--- config.mk ---
export PLATFORM = sky130hd
export DESIGN_NAME = adder_requester_flat
export DESIGN_NICKNAME = d
export VERILOG_FILES = /design/src/rtl/adder_requester_if.sv /design/src/rtl/adder_requester.sv /design/src/flat_wrapper.sv
export SDC_FILE = /design/constraint.sdc
export NUM_CORES = 1
export LEC_CHECK = 0
export ABC_AREA = 1
export BUFFER_PORTS_ARGS = -buffer_cell sky130_fd_sc_hd__buf_4
export CELL_PAD_IN_SITES_DETAIL_PLACEMENT = 1
export CELL_PAD_IN_SITES_GLOBAL_PLACEMENT = 1
export CORE_ASPECT_RATIO = 1.5
export CORE_MARGIN = 5
export CORE_UTILIZATION = 30
export CTS_CLUSTER_DIAMETER = 60
export DETAILED_ROUTE_END_ITERATION = 8
export PLACE_DENSITY_LB_ADDON = 0.05
export SLEW_MARGIN = 20
export SYNTH_ARGS = -nofsm -noshare
export SYNTH_HDL_FRONTEND = slang
export SYNTH_SLANG_ARGS = --single-unit
--- constraint.sdc ---
create_clock -name clk -period 4 [get_ports clk]
set_clock_uncertainty 0.05 [all_clocks]
set_input_delay 0.6 -clock clk [delete_from_list [all_inputs] [get_ports clk]]
set_output_delay 0.6 -clock clk [all_outputs]
set_load 0.02 [all_outputs]
--- src/rtl/adder_requester_if.sv ---
// Handshake bundle between the adder traffic requester (master) and the adder (slave).
interface adder_requester_if #(parameter int DATA_WIDTH = 4);
    logic                  req_val;
    logic                  req_rdy;
    logic [DATA_WIDTH-1:0] req_a;
    logic [DATA_WIDTH-1:0] req_b;
    logic                  rsp_val;
    logic                  rsp_rdy;
    logic [DATA_WIDTH-1:0] rsp_s;
    logic                  rsp_c;

    modport master (output req_val, req_a, req_b, rsp_rdy,
                    input  req_rdy, rsp_val, rsp_s, rsp_c);
    modport slave  (input  req_val, req_a, req_b, rsp_rdy,
                    output req_rdy, rsp_val, rsp_s, rsp_c);
endinterface

--- src/rtl/adder_requester.sv ---
// Traffic source/checker for the valid/ready adder: issues stepped operand pairs, checks {C,S}.
// Optional watchdog enabled by defining ADDER_REQ_TIMEOUT_EN.
module adder_requester #(
    parameter int DATA_WIDTH  = 4,
    parameter int CNT_W       = 8,
    parameter int EXP_DEPTH   = 4,
    parameter int TIMEOUT_CYC = 64
) (
    input  logic                  clk,
    input  logic                  rst,
    input  logic                  start_i,
    input  logic [CNT_W-1:0]      count_i,
    input  logic [DATA_WIDTH-1:0] a_init_i,
    input  logic [DATA_WIDTH-1:0] b_init_i,
    input  logic [DATA_WIDTH-1:0] a_step_i,
    input  logic [DATA_WIDTH-1:0] b_step_i,
    adder_requester_if.master     bus,
    output logic                  busy_o,
    output logic                  done_o,
    output logic [CNT_W-1:0]      err_cnt_o,
    output logic [CNT_W-1:0]      sent_cnt_o,
    output logic [CNT_W-1:0]      recv_cnt_o,
    output logic                  timeout_o
);
    localparam int PW = $clog2(EXP_DEPTH);
    localparam int OW = PW + 1;

    typedef enum logic [1:0] {S_IDLE, S_RUN, S_DRAIN, S_DONE} state_t;

    state_t                state_q, state_d;
    logic [CNT_W-1:0]      count_q, count_d;
    logic [DATA_WIDTH-1:0] a_step_q, a_step_d, b_step_q, b_step_d;
    logic [DATA_WIDTH-1:0] req_a_q, req_a_d, req_b_q, req_b_d;
    logic                  req_val_q, req_val_d;
    logic [CNT_W-1:0]      sent_q, sent_d, recv_q, recv_d, err_q, err_d;
    logic [PW-1:0]         wr_ptr_q, wr_ptr_d, rd_ptr_q, rd_ptr_d;
    logic [OW-1:0]         occ_q, occ_d;
    logic [DATA_WIDTH:0]   fifo_q [EXP_DEPTH];
    logic [DATA_WIDTH:0]   sum_w;
    logic                  rsp_rdy_w, xfer, acc, wd_fire;

    assign busy_o     = (state_q == S_RUN) || (state_q == S_DRAIN);
    assign done_o     = (state_q == S_DONE);
    assign rsp_rdy_w  = busy_o && (occ_q != '0);
    assign xfer       = req_val_q && bus.req_rdy;
    assign acc        = rsp_rdy_w && bus.rsp_val;
    assign sum_w      = {1'b0, req_a_q} + {1'b0, req_b_q};

    assign bus.req_val = req_val_q;
    assign bus.req_a   = req_a_q;
    assign bus.req_b   = req_b_q;
    assign bus.rsp_rdy = rsp_rdy_w;
    assign err_cnt_o   = err_q;
    assign sent_cnt_o  = sent_q;
    assign recv_cnt_o  = recv_q;

    always_comb begin
        state_d   = state_q;
        count_d   = count_q;
        a_step_d  = a_step_q;
        b_step_d  = b_step_q;
        req_a_d   = req_a_q;
        req_b_d   = req_b_q;
        req_val_d = req_val_q;
        sent_d    = sent_q;
        recv_d    = recv_q;
        err_d     = err_q;
        wr_ptr_d  = wr_ptr_q;
        rd_ptr_d  = rd_ptr_q;
        occ_d     = occ_q;
        case (state_q)
            S_IDLE: begin
                if (start_i) begin
                    count_d  = count_i;
                    a_step_d = a_step_i;
                    b_step_d = b_step_i;
                    req_a_d  = a_init_i;
                    req_b_d  = b_init_i;
                    sent_d   = '0;
                    recv_d   = '0;
                    err_d    = '0;
                    state_d  = (count_i == '0) ? S_DONE : S_RUN;
                end
            end
            S_RUN, S_DRAIN: begin
                if (xfer) begin
                    wr_ptr_d = wr_ptr_q + 1'b1;
                    sent_d   = sent_q + 1'b1;
                    req_a_d  = req_a_q + a_step_q;
                    req_b_d  = req_b_q + b_step_q;
                end
                if (acc) begin
                    rd_ptr_d = rd_ptr_q + 1'b1;
                    recv_d   = recv_q + 1'b1;
                    if (({bus.rsp_c, bus.rsp_s} != fifo_q[rd_ptr_q]) && (err_q != '1))
                        err_d = err_q + 1'b1;
                end
                occ_d = occ_q + OW'(xfer) - OW'(acc);
                // A stalled request must stay up; otherwise re-arm only while credit remains.
                if (req_val_q && !xfer)
                    req_val_d = 1'b1;
                else
                    req_val_d = (state_q == S_RUN) && (sent_d < count_q) &&
                                (occ_d < OW'(EXP_DEPTH));
                if (sent_d == count_q)
                    state_d = (recv_d == count_q) ? S_DONE : S_DRAIN;
                if (wd_fire) begin
                    state_d   = S_DONE;
                    req_val_d = 1'b0;
                    occ_d     = '0;
                    wr_ptr_d  = '0;
                    rd_ptr_d  = '0;
                end
            end
            S_DONE:  state_d = S_IDLE;
            default: state_d = S_IDLE;
        endcase
    end

    always_ff @(posedge clk or posedge rst) begin
        if (rst) begin
            state_q   <= S_IDLE;
            count_q   <= '0;
            a_step_q  <= '0;
            b_step_q  <= '0;
            req_a_q   <= '0;
            req_b_q   <= '0;
            req_val_q <= 1'b0;
            sent_q    <= '0;
            recv_q    <= '0;
            err_q     <= '0;
            wr_ptr_q  <= '0;
            rd_ptr_q  <= '0;
            occ_q     <= '0;
        end else begin
            state_q   <= state_d;
            count_q   <= count_d;
            a_step_q  <= a_step_d;
            b_step_q  <= b_step_d;
            req_a_q   <= req_a_d;
            req_b_q   <= req_b_d;
            req_val_q <= req_val_d;
            sent_q    <= sent_d;
            recv_q    <= recv_d;
            err_q     <= err_d;
            wr_ptr_q  <= wr_ptr_d;
            rd_ptr_q  <= rd_ptr_d;
            occ_q     <= occ_d;
        end
    end

    always_ff @(posedge clk or posedge rst) begin
        if (rst) begin
            for (int i = 0; i < EXP_DEPTH; i++) fifo_q[i] <= '0;
        end else if (xfer) begin
            fifo_q[wr_ptr_q] <= sum_w;
        end
    end

`ifdef ADDER_REQ_TIMEOUT_EN
    localparam int WD_W = $clog2(TIMEOUT_CYC + 1);
    logic [WD_W-1:0] wd_q;
    logic            timeout_q;

    // Fires on the TIMEOUT_CYC-th consecutive busy cycle with no handshake on either side.
    assign wd_fire   = busy_o && !xfer && !acc && (wd_q == WD_W'(TIMEOUT_CYC - 1));
    assign timeout_o = timeout_q;

    always_ff @(posedge clk or posedge rst) begin
        if (rst) begin
            wd_q      <= '0;
            timeout_q <= 1'b0;
        end else if ((state_q == S_IDLE) && start_i) begin
            wd_q      <= '0;
            timeout_q <= 1'b0;
        end else if (wd_fire) begin
            wd_q      <= '0;
            timeout_q <= 1'b1;
        end else if (!busy_o || xfer || acc) begin
            wd_q      <= '0;
        end else begin
            wd_q      <= wd_q + 1'b1;
        end
    end
`else
    assign wd_fire   = 1'b0;
    assign timeout_o = 1'b0;
`endif
endmodule

--- src/flat_wrapper.sv ---
// flat-port wrapper written by rule: the top's interface ports become plain ports
module adder_requester_flat 
#(
    parameter int DATA_WIDTH  = 4,
    parameter int CNT_W       = 8,
    parameter int EXP_DEPTH   = 4,
    parameter int TIMEOUT_CYC = 64
)
  (clk, rst, start_i, count_i, a_init_i, b_init_i, a_step_i, b_step_i, busy_o, done_o, err_cnt_o, sent_cnt_o, recv_cnt_o, timeout_o, bus_req_val, bus_req_a, bus_req_b, bus_rsp_rdy, bus_req_rdy, bus_rsp_val, bus_rsp_s, bus_rsp_c);
  adder_requester_if #(.DATA_WIDTH(DATA_WIDTH)) bus_i ();
  input  logic clk;
  input  logic rst;
  input  logic start_i;
  input  logic [CNT_W-1:0] count_i;
  input  logic [DATA_WIDTH-1:0] a_init_i;
  input  logic [DATA_WIDTH-1:0] b_init_i;
  input  logic [DATA_WIDTH-1:0] a_step_i;
  input  logic [DATA_WIDTH-1:0] b_step_i;
  output logic busy_o;
  output logic done_o;
  output logic [CNT_W-1:0] err_cnt_o;
  output logic [CNT_W-1:0] sent_cnt_o;
  output logic [CNT_W-1:0] recv_cnt_o;
  output logic timeout_o;
  output wire logic [$bits(bus_i.req_val)-1:0] bus_req_val;
  output wire logic [$bits(bus_i.req_a)-1:0] bus_req_a;
  output wire logic [$bits(bus_i.req_b)-1:0] bus_req_b;
  output wire logic [$bits(bus_i.rsp_rdy)-1:0] bus_rsp_rdy;
  input wire logic [$bits(bus_i.req_rdy)-1:0] bus_req_rdy;
  input wire logic [$bits(bus_i.rsp_val)-1:0] bus_rsp_val;
  input wire logic [$bits(bus_i.rsp_s)-1:0] bus_rsp_s;
  input wire logic [$bits(bus_i.rsp_c)-1:0] bus_rsp_c;
  assign bus_req_val = bus_i.req_val;
  assign bus_req_a = bus_i.req_a;
  assign bus_req_b = bus_i.req_b;
  assign bus_rsp_rdy = bus_i.rsp_rdy;
  assign bus_i.req_rdy = bus_req_rdy;
  assign bus_i.rsp_val = bus_rsp_val;
  assign bus_i.rsp_s = bus_rsp_s;
  assign bus_i.rsp_c = bus_rsp_c;
  adder_requester #(.DATA_WIDTH(DATA_WIDTH), .CNT_W(CNT_W), .EXP_DEPTH(EXP_DEPTH), .TIMEOUT_CYC(TIMEOUT_CYC)) u_core (.clk(clk), .rst(rst), .start_i(start_i), .count_i(count_i), .a_init_i(a_init_i), .b_init_i(b_init_i), .a_step_i(a_step_i), .b_step_i(b_step_i), .bus(bus_i), .busy_o(busy_o), .done_o(done_o), .err_cnt_o(err_cnt_o), .sent_cnt_o(sent_cnt_o), .recv_cnt_o(recv_cnt_o), .timeout_o(timeout_o));
endmodule
==> flow_summary.yaml, run 1 <==
global_routing:
  grt_usage_pct: 16.4
  grt_overflow: 0
  grt_start_max_net_pins: 44
  grt_pass1_wl_microns: 23800
  antenna_found_initial: 0
  grt_pass1_vias: 4541
timing:
  layout_setup_ws_ns: 1.20
  slew_headroom_pct: 60.8
  max_freq_ghz: 0.357
  finalSetupTns_ns: 0
  worst-slew-pin-transition_ns: 0.586
  rsz0062_at_grt: "no"
  period_needed_ns: 2.80
  finalCritPeriodShare_pct: 70.0
  slew_violations: 0
  finalSetupViolCount: 0
  report.final.hold_viol_count: 0
yosys:
  ys_top_cells_by_area: "dfrtp_1 (41%), nand2_1 (15%), ha_1 (8.2%)"
  synthTopCellsByCount: "nand2_1 (184), dfrtp_1 (78), inv_1 (60)"
  synth_edf_count: 0
  syn_area_sq_um: 4730
  synth_ff_type: "dfrtp_1"
  synthArstFlopShare_pct: 100
  post-synth-top-count-cell: "nand2_1"
  yosysTopAreaCell: "dfrtp_1"
  ys_warn_count: 0
  postSynthAreaPerCell_sq_um: 8.01
  syn_nets: 660
  netlist_instances: 591
  synth_top_area_share_pct: 41.2
  yosys.cell_types.count: 36
  synth-seq-area-share_pct: 41.2
  synth-seq-cells: 78
cells_and_area:
  drive_gt1_share_pct: 16.2
  syn_to_final_growth_pct: 21.7
  multiInputGateArea_sq_um: 2410
  regArea_sq_um: 1950
  finalNetCount: 729
  fillers: 1908
  fin_cells: 868
  antennaDiodeCount: 0
floorplan:
  die_area_sq_um: 18400
  rows: 56
  die_y_microns: 164
  ios: 71
  fp.dieW_microns: 113
  start_util_pct: 30.4
  fp.coreArea_sq_um: 15600
worst_setup_path:
  crit_fanout: 8
  arrival_ns: 2.97
  crit_path_start_kind: "flip-flop"
  worstSetupEndpointType: "flip-flop"
  cp.required_ns: 4.17
  critPathKind: "reg -> reg"
clock_network:
  cts_buffer_depth: 2
  cts.clk_slew.worst_paths_ns: 0.07
  cts_root_buf: "clkbuf_16"
  ctsHoldBuffers: 0
  htreeDepth: 3
  cts.sinks: 78
  clock_latency_ns: 0.33
  postCtsSetupRepairBufs: 0
  cts_tree: "done"
  cts_buffers: 9
  cts_resized: 0
placed_design:
  dp_cells: 852
  place_worst_setup_slack_ns: 0.816
  portBuffers: 69
  gp_congestion: 0.794
  hpwlAfterDp_microns: 11200
drt:
  drt_iter0_markers: 78
  ant_nets: 0
  remaining_drc_errors: 0
  avgRoutedWirePerCell_microns: 16.7
  dr.pass1.iters: 4
  vias: 4125
  vias_per_cell: 4.75
  routed_wl_microns: 14500
min_path:
  hp-class: "in -> async"
power:
  power.density_nw_per_um2: 838
  leakage_nw: 2.96
  vdd_drop_max_mv: 0.328
run_status:
  run_status: "finished clean"
flow_run:
  cap_violations: 0
[state kept, by name (all words and copies together) (netlist names)]
signal	flops
u_core.fifo_q	20
u_core.count_q	8
u_core.err_cnt_o	8
u_core.recv_cnt_o	8
u_core.sent_cnt_o	8
u_core.a_step_q	4
u_core.b_step_q	4
u_core.bus.req_a	4
u_core.bus.req_b	4
u_core.occ_q	3
u_core.rd_ptr_q	2
u_core.state_q	2
u_core.wr_ptr_q	2
u_core.bus.req_val	1
[final timing paths]
check,start,endpoint,slack [ns],cells after the start
setup / recovery,u_core.bus.req_val,u_core.state_q[0],1.20,14
hold / removal,rst,u_core.err_cnt_o[4],0.20,2
setup reg to reg,u_core.bus.req_val,u_core.state_q[0],1.20,14
hold reg to reg,u_core.fifo_q[12],u_core.fifo_q[12],0.43,2
max in group asynchronous,rst,u_core.state_q[0],2.85,3
min in group clk,u_core.fifo_q[12],u_core.fifo_q[12],0.43,2
[final cells by class]
| class | instances | share of cell area [%] |
|---|---|---|
| multi-input cells | 432 | 41.9 |
| flip-flops and latches | 78 | 33.9 |
| repair buffers | 75 | 9.78 |
| clock buffers | 12 | 4.45 |
| well taps | 203 | 4.41 |
| inverters | 64 | 4.19 |
| clock inverters | 4 | 1.35 |
[stage by stage]
stage               hold slack, ns  instance area [sq um]  power (mW)  utilization [%]
floorplan                    0.399                   4730        3.18                -
global placement             0.417                   5420        3.90             34.9
detailed placement           0.420                   5420        3.99             34.9
CTS                          0.209                   5760        4.93             37.0
global route                 0.230                   5760        5.30             37.0
finish                       0.198                   5760        4.83             37.0
[placed cells by master (no fill, tap or decap), types with 2 or more instances in the layout]
cell type  instances
nand2_1          184
dfrtp_1           78
buf_4             75
inv_1             59
nand3_1           43
nor2_1            35
o21ai_0           33
ha_1              31
xor2_1            21
a21oi_1           21
nand4_1           14
o22ai_1            9
clkbuf_16          9
xnor2_1            8
mux2_2             6
o211ai_1           4
fa_1               4
inv_2              3
nand2_2            2
o21ai_4            2
nor3_1             2
nor4_1             2
or2_2              2
a31oi_1            2
clkbuf_8           2
bufinv_16          2
[critical path, cell delays in order (launching register included)]
cell and delay (ns):
dfrtp_1 0.39, nand2_1 0.19, clkinv_1 0.26, nand4_1 0.19, nor2_1 0.07, nand3_1 0.09
xor2_1 0.19, inv_1 0.07, ha_1 0.29, nand2_1 0.08, nor3_1 0.23, nand3_1 0.09
a21oi_1 0.27, or2_2 0.17, nand2_1 0.05
[power by group]
group | switching [mW] | total, mW | internal (mW)
logic | 1.60 | 2.51 | 0.907
clock network | 0.341 | 0.926 | 0.585
registers | 0.297 | 1.39 | 1.09
total | 2.24 | 4.83 | 2.59
[cells by family after synthesis]
logic type	Yosys count	share of synthesized area, %
other cells	1	0.0792
fa+ha+maj	35	9.89
compound gates	74	8.96
xor+xnor	29	5.37
flops	78	41.2
buf+inv	81	7.75
mux	6	1.43
simple gates	287	25.3
[layer usage]
| layer | vias to the layer above | share of wire (%) | global-route usage (%) |
|---|---|---|---|
| li1 | 2048 | - | - |
| met1 | 2028 | 42 | 18.7 |
| met2 | 38 | 55 | 30.9 |
| met3 | 11 | 2.0 | 2.62 |
| met4 | 0 | 1.6 | 4.98 |
| met5 | - | 0 | 0 |
No activity file was read; power rests on OpenSTA's default activity.
==> inputs of run 2 (changes only) <==
==> constraint.sdc (replaced) <==
create_clock -name clk -period 2.5 [get_ports clk]
set_clock_uncertainty 0.05 [all_clocks]
set_input_delay 0.375 -clock clk [delete_from_list [all_inputs] [get_ports clk]]
set_output_delay 0.375 -clock clk [all_outputs]
set_load 0.02 [all_outputs]
==> flow_summary.yaml, run 2 (synthesis gave the netlist of run 1 again) <==
cells_and_area:
  final_cell_mix: "nand2_1 (180), buf_4 (103), dfrtp_1 (77)"
  syn_to_final_growth_pct: 28.0
  drive_gt1_share_pct: 22.9
  final_common_cell: "nand2_1"
  largest_reg_flops: 20
  antennaDiodeCount: 0
  finalNetCount: 758
  top_register: "u_core.fifo_q"
global_routing:
  grt_pass1_wl_microns: 23900
  grt_pass1_vias: 4682
  grt_start_max_net_pins: 43
  grt_overflow: 0
  antenna_found_initial: 0
  grt_usage_pct: 16.4
clock_network:
  cts_root_buf: "clkbuf_16"
  cts.sinks: 78
  htreeDepth: 3
  clock_latency_ns: 0.34
  cts.clk_slew.worst_paths_ns: 0.06
  cts_tree: "done"
  cts_buffer_depth: 2
  cts_buffers: 9
  ctsHoldBuffers: 0
power:
  vdd_drop_max_mv: 0.612
  leakage_nw: 3.11
  total_power_mw: 8.04
  power.density_nw_per_um2: 1330
worst_setup_path:
  crit_path_start_kind: "flip-flop"
  crit_fanout: 4
  arrival_ns: 2.55
  path_cells: "inv_2 -> ha_4 -> nand2_4 -> nor2_4 -> ha_4 -> inv_1 -> ha_2 -> fa_2 -> xnor2_2 -> xnor2_1 -> nand2_1 -> inv_1 -> a32o_1"
  regToRegStartpoint: "u_core.state_q[1]"
  cp-startpoint: "u_core.state_q[1]"
  critPathKind: "reg -> reg"
  worstSetupEndpointType: "flip-flop"
  cp.required_ns: 2.68
  crit_slowest_cell: "dfrtp_1"
  cpPeakStageDelay_ns: 0.40
floorplan:
  ios: 71
  fp.dieW_microns: 113
  rows: 56
  die_area_sq_um: 18400
  start_util_pct: 30.4
  fp.coreArea_sq_um: 15600
  die_y_microns: 164
drt:
  avgRoutedWirePerCell_microns: 16.2
  vias_per_cell: 4.81
  vias: 4312
  ant_nets: 0
  drt_iter0_markers: 96
  dr.pass1.iters: 4
  remaining_drc_errors: 0
  routed_wl_microns: 14600
flow_run:
  cap_violations: 0
timing:
  worst-slew-pin-transition_ns: 0.604
  max_freq_ghz: 0.422
  finalCritPeriodShare_pct: 94.8
  slew_headroom_pct: 59.7
  slew_violations: 0
  finalSetupViolCount: 0
  period_needed_ns: 2.37
  layout_setup_ws_ns: 0.129
  report.final.hold_viol_count: 0
placed_design:
  portBuffers: 69
  gp_congestion: 0.818
  hpwlAfterDp_microns: 11300
  place_worst_setup_slack_ns: -0.147
min_path:
  hp-class: "in -> async"
run_status:
  run_status: "finished clean"
==> run 2: worst max-delay path, delay by kind of cell, from the launching register on <==
kind                       cells  cell delay, ns
buffers and inverters          3            0.18
and+or+nand+nor                3            0.16
xor gates and xnor gates       2            0.26
DFF                            1            0.40
AOI/OAI and AO/OA              1            0.21
adders and majority gates      4            0.99
==> run 2: layout make-up <==
| type | count | area, sq um |
|---|---|---|
| fill | 1918 | 9500 |
| clock inverter | 5 | 58.8 |
| inverter | 64 | 241 |
| tap | 203 | 254 |
| clock buffer | 11 | 233 |
| timing repair buffer | 104 | 785 |
| multi-input combinational | 432 | 2530 |
| sequential | 78 | 1950 |
==> run 2: power by group <==
group          switching (mW)  internal (mW)  total [mW]
combinational            2.75           1.78        4.53
clock                   0.554          0.777        1.33
sequential              0.430           1.75        2.18
==> run 2: per-layer routing <==
metal	vias to the layer above	share of wire (%)	routed length, microns	global-route usage [%]
met3	12	2.3	338	2.40
met4	0	1.4	200	5.25
met5	-	0	0	0
met2	52	54	7930	30.8
li1	2110	-	-	-
met1	2138	42	6080	18.8
==> run 2: worst paths after layout <==
| kind | end | slack [ns] | depth (start not counted) |
|---|---|---|---|
| setup / recovery | u_core.bus.req_val | 0.13 | 13 |
| hold / removal | u_core.count_q[5] | 0.03 | 2 |
| setup reg to reg | u_core.bus.req_val | 0.13 | 13 |
| hold reg to reg | u_core.fifo_q[7] | 0.43 | 2 |
| max in group asynchronous | u_core.bus.req_a[1] | 1.71 | 3 |
| min in group clk | u_core.b_step_q[3] | 0.21 | 2 |
==> run 2: through the flow <==
stage	hold slack [ns]	cells	cell area [sq um]	util, %	TNS [ns]
6_report	0.0338	897	6060	38.9	0
5_1_grt	0.0787	897	6060	38.9	-0.00282
4_1_cts	0.0578	889	5920	38.1	0
3_5_place_dp	0.424	873	5620	36.2	-0.233
3_3_place_gp	0.417	873	5620	36.2	-0.0492
2_1_floorplan	0.399	591	4780	-	-0.0799
==> run 2: repair_timing <==
action                     CTS  global route
setup endpoints to repair    1             7
pin swaps                    0            13
resized for setup            1            19
buffers inserted             0             8
==> inputs of run 3 (changes only) <==
--- a/config.mk
+++ b/config.mk
@@ -15,6 +15,7 @@
 export CTS_CLUSTER_DIAMETER = 60
 export DETAILED_ROUTE_END_ITERATION = 8
 export PLACE_DENSITY_LB_ADDON = 0.05
+export RECOVER_POWER = 50
 export SLEW_MARGIN = 20
 export SYNTH_ARGS = -nofsm -noshare
 export SYNTH_HDL_FRONTEND = slang
==> flow_summary.yaml, run 3 (synthesis gave the netlist of run 1 again) <==
run_status:
  run_status: "finished with violations"
  violations: "capacitance limit, slew limit"
worst_setup_path:
  worstRegToRegCells: 13
  cp.required_ns: 2.68
  crit_family: "adder cells"
  path_cells: "inv_2 -> ha_4 -> nand2_4 -> nor2_4 -> ha_4 -> inv_1 -> ha_2 -> fa_2 -> xnor2_2 -> xnor2_1 -> nand2_1 -> inv_1 -> a32o_1"
  crit_buf_inv: 3
  arrival_ns: 2.55
  critPathKind: "reg -> reg"
  reg2reg_slack_ns: 0.13
  crit_fanout: 4
  r2r-end: "u_core.bus.req_val"
  cpPeakStageDelay_ns: 0.40
  crit_path_start_kind: "flip-flop"
  crit_slowest_cell: "dfrtp_1"
  worstSetupEndpointType: "flip-flop"
  regToRegStartpoint: "u_core.state_q[1]"
global_routing:
  grt_overflow: 0
  grt_pass1_vias: 4682
  grt_pass1_wl_microns: 23900
  antenna_found_initial: 0
  grt_usage_pct: 16.4
  grt_start_max_net_pins: 43
flow_run:
  cap_violations: 1
cells_and_area:
  final_common_cell: "nand2_1"
  syn_to_final_growth_pct: 26.6
  fin_area_sq_um: 5990
  top_register: "u_core.fifo_q"
  final_cell_mix: "nand2_1 (180), buf_4 (84), dfrtp_1 (77)"
  drive_gt1_share_pct: 20.3
  antennaDiodeCount: 0
  largest_reg_flops: 20
  fillers: 1930
  finalNetCount: 758
timing:
  max_freq_ghz: 0.422
  worst-slew-pin-transition_ns: 1.53
  finalCritPeriodShare_pct: 94.8
  finalSetupViolCount: 0
  slew_headroom_pct: -2.66
  hold_slack_ns: 0.208
  slew_violations: 32
  period_needed_ns: 2.37
  report.final.hold_viol_count: 0
placed_design:
  hpwlAfterDp_microns: 11300
  dpl_cell_area_sq_um: 5620
  portBuffers: 69
  gp_congestion: 0.818
clock_network:
  htreeDepth: 3
  cts_root_buf: "clkbuf_16"
  cts.sinks: 78
  cts_buffer_depth: 2
  clock_latency_ns: 0.34
  cts_buffers: 9
  ctsHoldBuffers: 0
  cts_tree: "done"
  cts.clk_slew.worst_paths_ns: 0.06
min_path:
  hold_depth: 2
  hp-class: "in -> reg"
  whs_endpoint: "u_core.b_step_q[3]"
  hold_start: "b_step_i[3]"
power:
  total_power_mw: 7.99
  p_int_mw: 4.26
  clockPowerShare_pct: 16.7
  combPwrFrac_pct: 56.1
  power.density_nw_per_um2: 1330
  p_sw_share_pct: 46.7
  power_switching_mw: 3.73
  seq_power_share_pct: 27.3
  vdd_drop_max_mv: 0.613
  leakage_nw: 3.03
drt:
  ant_nets: 0
  drt_iter0_markers: 103
  vias_per_cell: 4.81
  remaining_drc_errors: 0
  dr.pass1.iters: 4
  vias: 4313
  avgRoutedWirePerCell_microns: 16.2
  routed_wl_microns: 14600
floorplan:
  die_area_sq_um: 18400
  fp.dieW_microns: 113
  ios: 71
  start_util_pct: 30.4
  fp.coreArea_sq_um: 15600
  rows: 56
  die_y_microns: 164
## run 3: power groups by stage
| stage | combinational [mW] | sequential (mW) | clock (mW) |
|---|---|---|---|
| 4_1_cts | 4.46 | 2.19 | 1.38 |
| 3_3_place_gp | 4.30 | 2.19 | 0 |
| 2_1_floorplan | 2.95 | 2.22 | 0 |
| 3_5_place_dp | 4.43 | 2.21 | 0 |
| 6_report | 4.48 | 2.18 | 1.33 |
| 5_1_grt | 5.08 | 2.25 | 1.43 |
## run 3: layer usage
| layer | vias to the layer above | wire length (microns) | track usage (%) |
|---|---|---|---|
| li1 | 2110 | - | - |
| met1 | 2137 | 6100 | 18.8 |
| met2 | 54 | 7930 | 30.8 |
| met3 | 12 | 333 | 2.40 |
| met4 | 0 | 200 | 5.25 |
| met5 | - | 0 | 0 |
## run 3: worst max path at each step
stage	start	endpoint	slack [ns]	cells past startpoint
finish	u_core.state_q[1]	u_core.bus.req_val	0.13	13
global route	u_core.sent_cnt_o[0]	u_core.state_q[0]	-0.002	14
CTS	u_core.bus.req_val	u_core.state_q[0]	0.009	14
detailed placement	bus_req_rdy	u_core.state_q[0]	-0.15	15
global placement	bus_req_rdy	u_core.state_q[0]	-0.05	15
floorplan	u_core.state_q[1]	u_core.bus.req_val	-0.08	15
## run 3: metrics by stage
step                      cells  setup TNS, ns  util, %  setup slack (ns)
after global placement      873        -0.0492     36.2           -0.0492
after detailed placement    873         -0.233     36.2            -0.147
final                       897              0     38.5             0.129
after CTS                   889              0     38.1           0.00865
after floorplan             591        -0.0799        -           -0.0799
after global routing        897       -0.00281     38.5          -0.00182
## run 3: final cells by class
type,count,area (sq um),area share (%)
Clock buffer,11,233,3.88
Clock inverter,5,58.8,0.982
Inverter,64,241,4.03
Multi-Input combinational cell,432,2530,42.3
Sequential cell,78,1950,32.6
Tap cell,203,254,4.24
Timing Repair Buffer,104,717,12.0
## run 3: timing repair
action / CTS / global route
endpoints found under the setup margin: 1 / 7
setup buffers: 0 / 8
resized for setup: 1 / 19
pin swaps: 0 / 13
